--- src/rtl/mem_arb_pkg.sv ---
// Shared types and helpers for the unified memory port arbiter.
// Response source enum, full-strobe constant, word-address compare.
package mem_arb_pkg;

  typedef enum logic [1:0] {
    NONE,
    I,
    D,
    D_FWD
  } resp_src_t;

  localparam int AW_MAX = 64;
  localparam logic [7:0] STRB_FULL = 8'hFF;

  function automatic logic word_hit(
    input logic [AW_MAX-1:0] a,
    input logic [AW_MAX-1:0] b
  );
    return a[AW_MAX-1:2] == b[AW_MAX-1:2];
  endfunction

endpackage

--- src/rtl/mem_wr_buffer.sv ---
// One-entry posted store buffer with word-hit compare for load and fetch.
// Ports: load/drain controls, store bundle in, entry out, hit flags.
module mem_wr_buffer
  import mem_arb_pkg::*;
#(
  parameter int AW = 32,
  parameter int DW = 32,
  parameter int SW = DW / 8
) (
  input  logic          clk,
  input  logic          rst_n,
  input  logic          load,
  input  logic          drain,
  input  logic [AW-1:0] st_addr,
  input  logic [DW-1:0] st_data,
  input  logic [SW-1:0] st_strb,
  input  logic [AW-1:0] d_addr,
  input  logic [AW-1:0] i_addr,
  output logic          valid,
  output logic [AW-1:0] wb_addr,
  output logic [DW-1:0] wb_data,
  output logic [SW-1:0] wb_strb,
  output logic          d_hit,
  output logic          d_full,
  output logic          i_hit
);

  always_ff @(posedge clk or negedge rst_n) begin
    if (!rst_n) begin
      valid   <= 1'b0;
      wb_addr <= '0;
      wb_data <= '0;
      wb_strb <= '0;
    end else begin
      if (load) begin
        valid   <= 1'b1;
        wb_addr <= st_addr;
        wb_data <= st_data;
        wb_strb <= st_strb;
      end else if (drain) begin
        valid <= 1'b0;
      end
    end
  end

  assign d_hit = valid
    & word_hit(AW_MAX'(d_addr), AW_MAX'(wb_addr));
  assign i_hit = valid
    & word_hit(AW_MAX'(i_addr), AW_MAX'(wb_addr));
  assign d_full = d_hit
    & (wb_strb == STRB_FULL[SW-1:0]);

endmodule

--- src/rtl/mem_port_arbiter.sv ---
// Shares one sync SRAM port between fetch, load and store-buffer drain.
// Ports: i_* fetch, d_* load/store, m_* SRAM, wbuf_busy status.
module mem_port_arbiter
  import mem_arb_pkg::*;
#(
  parameter int AW = 32,
  parameter int DW = 32,
  parameter int STARVE_MAX = 4
) (
  input  logic            clk,
  input  logic            rst_n,
  input  logic            i_req,
  input  logic [AW-1:0]   i_addr,
  output logic            i_gnt,
  output logic            i_rvalid,
  output logic [DW-1:0]   i_rdata,
  input  logic            d_re,
  input  logic [AW-1:0]   d_raddr,
  output logic            d_rgnt,
  output logic            d_rvalid,
  output logic [DW-1:0]   d_rdata,
  input  logic            d_we,
  input  logic [AW-1:0]   d_waddr,
  input  logic [DW-1:0]   d_wdata,
  input  logic [DW/8-1:0] d_wstrb,
  output logic            d_wgnt,
  output logic            m_en,
  output logic [DW/8-1:0] m_we,
  output logic [AW-1:0]   m_addr,
  output logic [DW-1:0]   m_wdata,
  input  logic [DW-1:0]   m_rdata,
  output logic            wbuf_busy
);

  localparam int SW = DW / 8;
  localparam int CW = $clog2(STARVE_MAX + 1);

  logic          wb_valid;
  logic [AW-1:0] wb_addr;
  logic [DW-1:0] wb_data;
  logic [SW-1:0] wb_strb;
  logic          d_hit;
  logic          d_full;
  logic          i_hit;
  logic          drain;
  logic          fetch_port;
  logic          load_port;
  logic          force_drain;
  logic          starved;
  logic [CW-1:0] starve_cnt;
  resp_src_t     resp_src;
  logic          i_pend;
  logic [DW-1:0] fwd_data;

  mem_wr_buffer #(
    .AW(AW),
    .DW(DW)
  ) u_wbuf (
    .clk     (clk),
    .rst_n   (rst_n),
    .load    (d_wgnt),
    .drain   (drain),
    .st_addr (d_waddr),
    .st_data (d_wdata),
    .st_strb (d_wstrb),
    .d_addr  (d_raddr),
    .i_addr  (i_addr),
    .valid   (wb_valid),
    .wb_addr (wb_addr),
    .wb_data (wb_data),
    .wb_strb (wb_strb),
    .d_hit   (d_hit),
    .d_full  (d_full),
    .i_hit   (i_hit)
  );

  assign force_drain = (d_re & d_hit & ~d_full)
                     | (i_req & i_hit);
  assign starved = i_req
    & (starve_cnt == CW'(STARVE_MAX));

  // Idle drain holds off while a forwarded load
  // is being served so that cycle stays port-free.
  always_comb begin
    drain      = 1'b0;
    fetch_port = 1'b0;
    load_port  = 1'b0;
    if (force_drain) begin
      drain = 1'b1;
    end else if (starved) begin
      fetch_port = 1'b1;
    end else if (d_re && !d_hit) begin
      load_port = 1'b1;
    end else if (wb_valid && d_we) begin
      drain = 1'b1;
    end else if (i_req) begin
      fetch_port = 1'b1;
    end else if (wb_valid && !(d_re && d_full)) begin
      drain = 1'b1;
    end
  end

  assign i_gnt  = fetch_port;
  assign d_rgnt = load_port | (d_re & d_full);
  assign d_wgnt = d_we & (~wb_valid | drain);

  assign m_en    = drain | fetch_port | load_port;
  assign m_we    = drain ? wb_strb : '0;
  assign m_wdata = wb_data;
  always_comb begin
    m_addr = {d_raddr[AW-1:2], 2'b00};
    if (drain)
      m_addr = {wb_addr[AW-1:2], 2'b00};
    else if (fetch_port)
      m_addr = {i_addr[AW-1:2], 2'b00};
  end

  always_ff @(posedge clk or negedge rst_n) begin
    if (!rst_n) begin
      starve_cnt <= '0;
      resp_src   <= NONE;
      i_pend     <= 1'b0;
      fwd_data   <= '0;
    end else begin
      if (!i_req || i_gnt)
        starve_cnt <= '0;
      else if (starve_cnt != CW'(STARVE_MAX))
        starve_cnt <= starve_cnt + 1'b1;
      i_pend <= fetch_port;
      if (d_re && d_full) begin
        resp_src <= D_FWD;
        fwd_data <= wb_data;
      end else if (load_port) begin
        resp_src <= D;
      end else begin
        resp_src <= NONE;
      end
    end
  end

  assign wbuf_busy = wb_valid;
  assign i_rvalid  = i_pend;
  assign i_rdata   = i_pend ? m_rdata : '0;
  assign d_rvalid  = (resp_src == D)
                   | (resp_src == D_FWD);
  always_comb begin
    d_rdata = '0;
    unique case (1'b1)
      resp_src == D:     d_rdata = m_rdata;
      resp_src == D_FWD: d_rdata = fwd_data;
      default:           d_rdata = '0;
    endcase
  end

endmodule

--- config.mk ---
export PLATFORM = sky130hd
export DESIGN_NAME = mem_port_arbiter
export DESIGN_NICKNAME = d
export VERILOG_FILES = /design/src/rtl/mem_arb_pkg.sv /design/src/rtl/mem_wr_buffer.sv /design/src/rtl/mem_port_arbiter.sv
export SDC_FILE = /design/constraint.sdc
export NUM_CORES = 1
export LEC_CHECK = 0
export ABC_CLOCK_PERIOD_IN_PS = 2600
export BUFFER_PORTS_ARGS = -buffer_cell sky130_fd_sc_hd__buf_2
export CAP_MARGIN = 0
export CORE_ASPECT_RATIO = 0.5
export CORE_MARGIN = 2
export CORE_UTILIZATION = 42
export DETAILED_ROUTE_END_ITERATION = 7
export GPL_ROUTABILITY_DRIVEN = 0
export GPL_TIMING_DRIVEN = 0
export PLACE_DENSITY = 0.83
export RECOVER_POWER = 50
export SYNTH_ARGS = -nofsm -noshare
export SYNTH_HDL_FRONTEND = slang
export SYNTH_SLANG_ARGS = --single-unit
--- constraint.sdc ---
create_clock -name clk -period 2.6 [get_ports clk]
set_input_delay 0.39 -clock clk [delete_from_list [all_inputs] [get_ports clk]]
set_output_delay 0.39 -clock clk [all_outputs]
set_load 0.01 [all_outputs]
After elaboration in Yosys (flattened, before gate mapping):

Index checks and enable logic that the tools add are counted.

* equal/unequal tests: 7
* $add $sub $neg: 1
* bitwise gates (word level): 17
* reduce and logical (&&, ||, !) cells: 10
* multiplexer cells: 25

Operators with widths (number)
* 32-bit two-way mux: 3
* 32-bit case mux with 2 select lines: 1
* 30-bit == test: 2
* 1-bit two-way mux: 16
* 1-bit AND: 9
* 3-bit two-way mux: 2
* 1-bit OR: 6
* 2-bit == test, second input constant: 2
* 4-bit == test, second input constant: 1
* 1-bit logical AND: 4
* 2-bit two-way mux: 2
* 4-bit two-way mux: 1
* 2-bit nonzero test: 2
* 3-bit by 1-bit adder with 3-bit output, second input constant: 1
* 3-bit == test, second input constant: 1
* 1-bit zero test: 3
* 3-bit != test, second input constant: 1
* 1-bit NOT: 2
* 1-bit logical OR: 1

* input port bits: 169
* output and inout bits: 139
* bits in registers: 107
* word-level logic and storage cells: 68

Longest topological paths before layout:

Gate-level depths: netlist (run 1).

* depth in word-level cells: 15
* mapped depth: 10
* gate-level depth less buffers: 8

Modules after synthesis:

A second synthesis (run 1) with hierarchy kept.

* cells, all modules: 558
* area, all modules: 6138.4 um^2

Modules (own cells, without submodules)
* mem_wr_buffer: cells an instance 231, seq. area each 1726.7 um^2, times used 1, area an instance 3211.8 um^2
* mem_port_arbiter: cells an instance 327, seq. area each 950.9 um^2, times used 1, area an instance 2926.6 um^2

Least setup slack after synthesis (run 1):

OpenSTA, ideal clock, no wires.

* path kind: register to output
* start: register u_wbuf.wb_addr[12]
* end: output m_addr[27]
* buffers on the path: 2
* required time: 2210 ps
* slack: -90 ps
* stages on the path, launching flop included: 10
* arrival: 2300 ps
* cell sequence: dfrtp_1 > xnor2_1 > nand4_1 > or4_4 > nor2_2 > nor3_1 > or2_1 > buf_2 > buf_2 > mux2_2

* word-level cells in the longest chain between the ends: 13
* elaborated cells on any way between the ends: 26
* those cells by class: eq/ne: 2; mux: 11; bitwise: 8; reduce/logical: 5

RTL lines
* start, declared: RTL line mem_wr_buffer.sv:20 `output logic [AW-1:0] wb_addr,`
* start signal, assigned: RTL line mem_wr_buffer.sv:37 `wb_addr <= st_addr;`
* 30-bit == test: RTL line mem_arb_pkg.sv:19 `return a[AW_MAX-1:2] == b[AW_MAX-1:2];`
* 1-bit AND: RTL line mem_wr_buffer.sv:47 `& word_hit(AW_MAX'(d_addr), AW_MAX'(wb_addr));`
* 1-bit AND: RTL line mem_wr_buffer.sv:51 `& (wb_strb == STRB_FULL[SW-1:0]);`
* 1-bit logical AND: RTL line mem_port_arbiter.sv:98 `end else if (wb_valid && !(d_re && d_full)) begin`
* 1-bit zero test: RTL line mem_port_arbiter.sv:98
* 1-bit logical AND: RTL line mem_port_arbiter.sv:98
* 1-bit two-way mux: RTL line mem_port_arbiter.sv:98
* 1-bit two-way mux: RTL line mem_port_arbiter.sv:96 `end else if (i_req) begin`
* 1-bit two-way mux: RTL line mem_port_arbiter.sv:94 `end else if (wb_valid && d_we) begin`
* 1-bit two-way mux: RTL line mem_port_arbiter.sv:92 `end else if (d_re && !d_hit) begin`
* 1-bit two-way mux: RTL line mem_port_arbiter.sv:90 `end else if (starved) begin`
* 1-bit two-way mux: RTL line mem_port_arbiter.sv:88 `if (force_drain) begin`
* 32-bit two-way mux (*): RTL line mem_port_arbiter.sv:112 `if (drain)`
* end, declared: RTL line mem_port_arbiter.sv:29 `output logic [AW-1:0] m_addr,`

Every way passes the cells marked *; elsewhere a longest branch is shown, timed or not.

Worst setup path in the final report (run 1):

* start: register u_wbuf.wb_addr[13]
* end: output m_addr[16]

Same word-level chain as after synthesis.

==> Flow_metrics.wiki, run 1 <==
{| class="wikitable"
! Metric !! Value
|-
| Result of the run || finished with violations
|-
| Violated checks || capacitance limit, slew limit, setup timing
|-
| Drc violations || 0
|-
| Complex-gate fraction of the synthesized area || 0.0180
|-
| Wire length of the first global-routing pass || 31.3 mm
|-
| Sum of routed wire length over all layers || 21.6 mm
|-
| Num rows || 31
|-
| Startpoint of the tightest hold check path || d_wdata[13]
|-
| Pleak || 4.98 nW
|-
| Timing endpoint of the critical path || m_addr[16]
|-
| Final-report hold violation count || 0
|-
| Arrival time reported for the critical path endpoint || 3000 ps
|-
| Maximum vdd drop || 0.280 mV
|-
| Leftover overflow at the end of global routing || 0
|-
| Number of clock sinks || 105
|-
| Post-layout minimum cycle time || 3390 ps
|-
| Simple-gate area share of the yosys netlist || 0.116
|-
| Root buffer cell || sky130_fd_sc_hd__clkbuf_16
|-
| Area of the mapped netlist || 0.00632 mm2
|-
| Synthesized-area fraction occupied by adder cells || 0.00396
|-
| Mean routed wirelength per cell || 19.8 um
|-
| Area grow syn2layout || 59.2%
|-
| Library cells used by synthesis || 42
|-
| Worst-case register-to-register setup slack || -590 ps
|-
| Slew at the pin closest to its max-slew limit || 1980 ps
|-
| CTS tree || yes
|-
| CP Launch Type || register
|-
| Final ANT Viol Nets || 0
|-
| Async SR Flop Fraction || 1.00
|-
| Clock latency on the worst-skew pair || 350 ps
|-
| Via-to-Cell Ratio || 5.15
|-
| Worst reg2reg path startpoint || u_wbuf.wb_addr[23]$_DFFE_PN0P_
|-
| Number of synthesized flops with an enable pin || 0
|-
| Origin of the worst setup path || u_wbuf.wb_addr[13]$_DFFE_PN0P_
|-
| Smallest setup slack after layout || -787 ps
|-
| DP Wirelength || 15.1 mm
|-
| Max-slew violations || 34
|-
| Die Outline Area || 0.0161 mm2
|-
| Average footprint of a synthesized cell || 11.8 um2
|-
| Number of nets in the layout || 1,061
|-
| Aggregate negative setup slack || -58,590 ps
|-
| Via count of the first global-routing pass || 5,812
|-
| Register area || 0.00264 mm2
|-
| Vertical extent of the die || 90.7 um
|-
| Multi-input gate area in the final layout || 0.00416 mm2
|-
| Maximum count of clock buffers along a single path || 2
|-
| Clock-pin transition on the worst setup and hold timing paths || 70 ps
|-
| Core occupancy in the finished layout || 0.690
|-
| Total via count after detailed routing || 5,630
|-
| Multiplexer share of the synthesized area || 0.329
|-
| Detailed Routing Iterations Pass 1 || 4
|-
| Number of I/O port buffers || 299
|-
| Element type at the critical path end || output port
|-
| Hold/Removal Path Class || in2reg
|-
| Synthesis-stage register bit count || 105
|-
| Maximum fanout encountered on the critical timing path || 5
|-
| Max Freq || 295 MHz
|-
| PD cells || 500 mW/mm2
|-
| Endpoint of the worst register-to-register path || u_wbuf.wb_data[26]$_DFFE_PN0P_
|-
| Most used DFF post-synth || sky130_fd_sc_hd__dfrtp_1
|-
| Hold-fix buffer count after cts || 0
|-
| Synthesized instance count || 534
|-
| Die extent in x || 177 um
|-
| Pin count of the biggest net entering global routing || 74
|-
| Unrepaired setup endpoints after global routing || true
|-
| Number of top-level design ports || 308
|-
| CP required || 2210 ps
|-
| Length in cells of the worst reg-to-reg path || 13
|-
| Filler cells || 1,070
|-
| Slew margin rel. || -0.318
|-
| Fraction of synthesized cell area in xor and xnor cells || 0.0845
|-
| Fraction of final layout cells sized beyond drive strength 1 || 0.654
|-
| Number of maximum-capacitance violations || 1
|-
| Gr usage total || 0.252
|-
| Final hold slack || 262 ps
|-
| Register area share after synthesis || 0.416
|-
| Final count of negative-setup-slack endpoints || 120
|-
| Worst setup skew after layout || 13.9 ps
|-
| Final cycle utilization of the critical path || 1.30
|-
| Initial antenna violation count || 0
|-
| Critical path class || reg2out
|-
| Diode insertion count for antenna repair || 0
|-
| Inserted Clock Buffers || 9
|-
| Yosys Warn Count || 0
|-
| Area of the placeable core || 0.0146 mm2
|-
| Dominant combinational cell family by area after synthesis || multiplexers
|-
| H-tree Lvls || 3
|-
| Initial core utilization || 0.433
|-
| Violation count after the first detailed-routing iteration || 192
|}
[flip-flops by register name, summed over array words and instances (netlist names)]
name	count
u_wbuf.wb_addr	30
starve_cnt	3
u_wbuf.wb_data	32
u_wbuf.valid	1
u_wbuf.wb_strb	4
fwd_data	32
i_rvalid	1
resp_src	2
[logic make-up (layout without fill, tap and decap cells)]
family / count (synthesis) / in the layout
fa+ha+maj: 2 / 2
xor+xnor: 61 / 61
flops: 105 / 105
simple gates: 121 / 121
buf+inv: 41 / 401
other cells: 1 / 2
mux: 188 / 188
compound gates: 15 / 15
[cells in the mapped netlist (2+ instances only)]
cell type                  count  share of area
sky130_fd_sc_hd__nand4_1      17          0.017
sky130_fd_sc_hd__dfrtp_1     105           0.42
sky130_fd_sc_hd__a21oi_1       3         0.0024
sky130_fd_sc_hd__buf_2        11         0.0087
sky130_fd_sc_hd__inv_1        11         0.0065
sky130_fd_sc_hd__and3_1        2         0.0020
sky130_fd_sc_hd__mux2i_1      32          0.051
sky130_fd_sc_hd__clkbuf_1      8         0.0048
sky130_fd_sc_hd__a31oi_1       3         0.0030
sky130_fd_sc_hd__xnor2_1      31          0.043
sky130_fd_sc_hd__ha_1          2         0.0040
sky130_fd_sc_hd__nor4_1        9         0.0089
sky130_fd_sc_hd__nor2_1        6         0.0036
sky130_fd_sc_hd__and2_1       32          0.032
sky130_fd_sc_hd__o22ai_1       2         0.0020
sky130_fd_sc_hd__xor2_1       30          0.042
sky130_fd_sc_hd__buf_4         5         0.0059
sky130_fd_sc_hd__nand3_1       6         0.0048
sky130_fd_sc_hd__buf_1         3         0.0018
sky130_fd_sc_hd__nor3_1        2         0.0016
sky130_fd_sc_hd__mux2_2      127           0.23
sky130_fd_sc_hd__buf_6         3         0.0053
sky130_fd_sc_hd__nor2b_1      33          0.033
sky130_fd_sc_hd__mux2_1       29          0.052
sky130_fd_sc_hd__nand2_1       5         0.0030
[layer usage]
layer | GRT usage | share of wire | vias up
li1 | - | - | 2600
met1 | 0.292 | 0.39 | 2781
met4 | 0.0628 | 0.019 | 0
met3 | 0.0593 | 0.064 | 32
met2 | 0.468 | 0.53 | 217
met5 | 0 | 0 | -
[cells in the final DEF (no fill, tap or decap), drive strengths merged, types with 3 or more instances in the layout]
master	count
and2	32
inv	14
bufbuf	3
mux2	156
dfrtp	105
a21oi	3
nor2	7
xor2	30
nand4	17
nand3	6
clkbuf	27
nor3	3
mux2i	32
xnor2	31
nor4	9
buf	354
nand2	6
a31oi	3
nor2b	33
[power by group]
part           internal, mW  switching, mW  total (mW)
sequential             1.81          0.213        2.02
combinational         0.980          0.736        1.72
clock                 0.663          0.640        1.30
total                  3.45           1.59        5.04
[per-stage QoR]
stage	instance area (um2)	worst slack, ps	total power [mW]	instances
floorplan	6480	-56.6	2.71	535
global placement	8230	-710	3.25	1032
detailed placement	8260	-642	3.29	1033
CTS	9330	-746	4.85	1076
global route	10100	-829	5.26	1093
finish	10100	-787	5.04	1093
[worst min path at each step]
stage / to / cells after the start
after floorplan: fwd_data[0]$_DFFE_PN0P_ / 0
after global routing: u_wbuf.wb_data[12]$_DFFE_PN0P_ / 2
after detailed placement: u_wbuf.wb_addr[23]$_DFFE_PN0P_ / 1
final: u_wbuf.wb_data[13]$_DFFE_PN0P_ / 2
after global placement: u_wbuf.wb_data[20]$_DFFE_PN0P_ / 1
after CTS: u_wbuf.wb_addr[23]$_DFFE_PN0P_ / 1
[critical path, stage by stage (launching register included)]
cell and delay [ps]:
sky130_fd_sc_hd__dfrtp_2 470, sky130_fd_sc_hd__xor2_1 180, sky130_fd_sc_hd__nor4_2 410, sky130_fd_sc_hd__nand4_1 230
sky130_fd_sc_hd__nor2_4 250, sky130_fd_sc_hd__a211oi_4 80, sky130_fd_sc_hd__or2_4 300, sky130_fd_sc_hd__buf_12 150
sky130_fd_sc_hd__clkbuf_16 160, sky130_fd_sc_hd__mux2_4 310, sky130_fd_sc_hd__buf_6 120
[final cells by class]
cell class | count | area share
Tap cell | 198 | 0.0246
Timing Repair Buffer | 344 | 0.233
Clock buffer | 10 | 0.0227
Sequential cell | 105 | 0.263
Multi-Input combinational cell | 389 | 0.414
Clock inverter | 6 | 0.00485
Inverter | 11 | 0.00410
Buffer | 30 | 0.0351
[repair_timing]
item,CTS,global route
gates resized for setup,103,110
endpoints found under the hold margin,0,0
buffers inserted,23,13
setup endpoints to repair,138,146
pin swaps,20,26
gates cloned,4,6
No activity file was read; power rests on OpenSTA's default activity.
==> run 2: changes to the inputs <==
- BUFFER_PORTS_ARGS: -buffer_cell sky130_fd_sc_hd__buf_2 -> -buffer_cell sky130_fd_sc_hd__buf_4
- CORE_UTILIZATION: 42 -> 44
- CTS_BUF_LIST: not set -> sky130_fd_sc_hd__clkbuf_2 sky130_fd_sc_hd__clkbuf_4 sky130_fd_sc_hd__clkbuf_8
- PLACE_DENSITY: 0.83 -> 0.86
==> Flow_metrics.wiki, run 2 (synthesized netlist as in run 1, its figures left out) <==
{| class="wikitable"
! Metric !! Value
|-
| Via-to-Cell Ratio || 5.32
|-
| Most frequent standard cell in the layout excluding fill and tap cells || sky130_fd_sc_hd__buf_4
|-
| Area grow syn2layout || 68.8%
|-
| Met3 demand-to-capacity share in global routing || 0.0799
|-
| Detailed Routing Iterations Pass 1 || 4
|-
| Met1 track utilization from global routing || 0.317
|-
| Arrival time reported for the critical path endpoint || 3090 ps
|-
| Area of the placeable core || 0.0138 mm2
|-
| Maximum count of clock buffers along a single path || 2
|-
| Final cycle utilization of the critical path || 1.34
|-
| Peak-usage layer in the global routing report || met2
|-
| Slew margin rel. || 0.381
|-
| Worst path slowest cell || sky130_fd_sc_hd__or4_4
|-
| Smallest setup slack after layout || -880 ps
|-
| Number of standard cells in the final layout excluding fillers || 1,097
|-
| Final hold slack || 223 ps
|-
| Final-report hold violation count || 0
|-
| Registers with the most flip-flops || fwd_data (32), u_wbuf.wb_data (32), u_wbuf.wb_addr (30)
|-
| Diode insertion count for antenna repair || 0
|-
| Tot Pwr || 5.02 mW
|-
| Final ANT Viol Nets || 0
|-
| Max-slew violations || 0
|-
| Critical path class || reg2out
|-
| CTS tree || yes
|-
| CP Launch Type || register
|-
| Worst setup skew after layout || 19.9 ps
|-
| Slew at the pin closest to its max-slew limit || 928 ps
|-
| DP Wirelength || 15.8 mm
|-
| Critical-path cell list || xnor2_2, nand3_1, or4_4, o211ai_4, nand2_4, buf_8, mux2_2, mux2_4, buf_6
|-
| Aggregate negative setup slack || -65,880 ps
|-
| Leading cell types in the layout, fill and taps excluded || 302 x sky130_fd_sc_hd__buf_4, 97 x sky130_fd_sc_hd__dfrtp_1, 89 x sky130_fd_sc_hd__mux2_4, 59 x sky130_fd_sc_hd__mux2_2, 44 x sky130_fd_sc_hd__buf_6
|-
| Drc violations || 0
|-
| Buffers plus inverters on the worst setup path || 2
|-
| Maximum fanout encountered on the critical timing path || 10
|-
| Initial antenna violation count || 0
|-
| Maximum vdd drop || 0.311 mV
|-
| Leftover overflow at the end of global routing || 0
|-
| Core occupancy in the finished layout || 0.775
|-
| Gr usage total || 0.284
|-
| Initial core utilization || 0.459
|-
| Fraction of final layout cells sized beyond drive strength 1 || 0.663
|-
| Cell family with the largest share of critical-path delay || simple AND/OR/NAND/NOR gates
|-
| Element type at the critical path end || output port
|-
| CP required || 2210 ps
|-
| Inserted Clock Buffers || 9
|-
| Unrepaired setup endpoints after global routing || true
|-
| Total non-filler cell area in the finished layout || 0.0107 mm2
|-
| Number of maximum-capacitance violations || 0
|-
| Wire length of the first global-routing pass || 33.4 mm
|-
| Total via count after detailed routing || 5,839
|-
| Pre-CTS setup slack || -641 ps
|-
| Die Outline Area || 0.0154 mm2
|-
| Violated checks || setup timing
|-
| Pin count of the biggest net entering global routing || 106
|-
| H-tree Lvls || 3
|-
| Root buffer cell || sky130_fd_sc_hd__clkbuf_8
|-
| Via count of the first global-routing pass || 5,987
|-
| PD cells || 470 mW/mm2
|-
| Pleak || 5.24 nW
|-
| Max Freq || 287 MHz
|-
| Post-layout minimum cycle time || 3480 ps
|-
| Final count of negative-setup-slack endpoints || 128
|-
| Result of the run || finished with violations
|-
| Hold/Removal Path Class || in2reg
|-
| Clock-pin transition on the worst setup and hold timing paths || 120 ps
|-
| Violation count after the first detailed-routing iteration || 229
|-
| Mean routed wirelength per cell || 21.7 um
|-
| Number of clock sinks || 105
|-
| Vertical extent of the die || 88.8 um
|-
| Number of top-level design ports || 308
|-
| Sum of routed wire length over all layers || 23.8 mm
|-
| Placed Area || 0.00897 mm2
|-
| Maximum cell stage delay along the critical path || 590 ps
|-
| Met2 demand-to-capacity share in global routing || 0.541
|-
| Placed cells || 1,026
|-
| Num rows || 30
|-
| Number of I/O port buffers || 299
|-
| Clock latency on the worst-skew pair || 380 ps
|-
| Die extent in x || 174 um
|-
| Number of nets in the layout || 1,071
|}
run 2: cell type report:
type                       count  area [um2]
multi-input combinational    389        4230
fill                         863        3100
timing repair buffer         354        2990
sequential                   105        2640
buffer                        30         343
tap                          192         240
clock buffer                  10         131
clock inverter                 6        58.8
inverter                      11        41.3
run 2: path summary, 6_finish.rpt:
check / cells past startpoint / from / end / slack [ps]
worst max-delay path: 9 / u_wbuf.wb_addr[14]$_DFFE_PN0P_ / m_addr[21] / -880
worst min-delay path: 2 / d_wdata[8] / u_wbuf.wb_data[8]$_DFFE_PN0P_ / 220
worst max register to register: 13 / u_wbuf.wb_addr[14]$_DFFE_PN0P_ / u_wbuf.wb_addr[18]$_DFFE_PN0P_ / -530
worst min register to register: 1 / fwd_data[27]$_DFFE_PN0P_ / fwd_data[27]$_DFFE_PN0P_ / 520
max in group asynchronous: 3 / rst_n / u_wbuf.wb_addr[3]$_DFFE_PN0P_ / 500
min in group asynchronous: 2 / rst_n / u_wbuf.wb_addr[20]$_DFFE_PN0P_ / 660
run 2: metal layers:
| layer | vias up | part of all wire |
|---|---|---|
| li1 | 2613 | - |
| met1 | 2915 | 0.37 |
| met2 | 264 | 0.53 |
| met3 | 47 | 0.069 |
| met4 | 0 | 0.022 |
| met5 | - | 0 |
run 2: repair_timing:
item	CTS	global route
hold endpoints to repair	0	14
gates resized for setup	146	82
buffers inserted	28	20
setup endpoints to repair	139	143
gates cloned	4	2
pin swaps	16	17
hold buffers	0	1
run 2: power by group:
part,total [mW],internal (mW),switching [mW]
combinational,1.97,1.18,0.795
sequential,2.02,1.80,0.222
clock,1.02,0.383,0.638
total,5.02,3.36,1.66
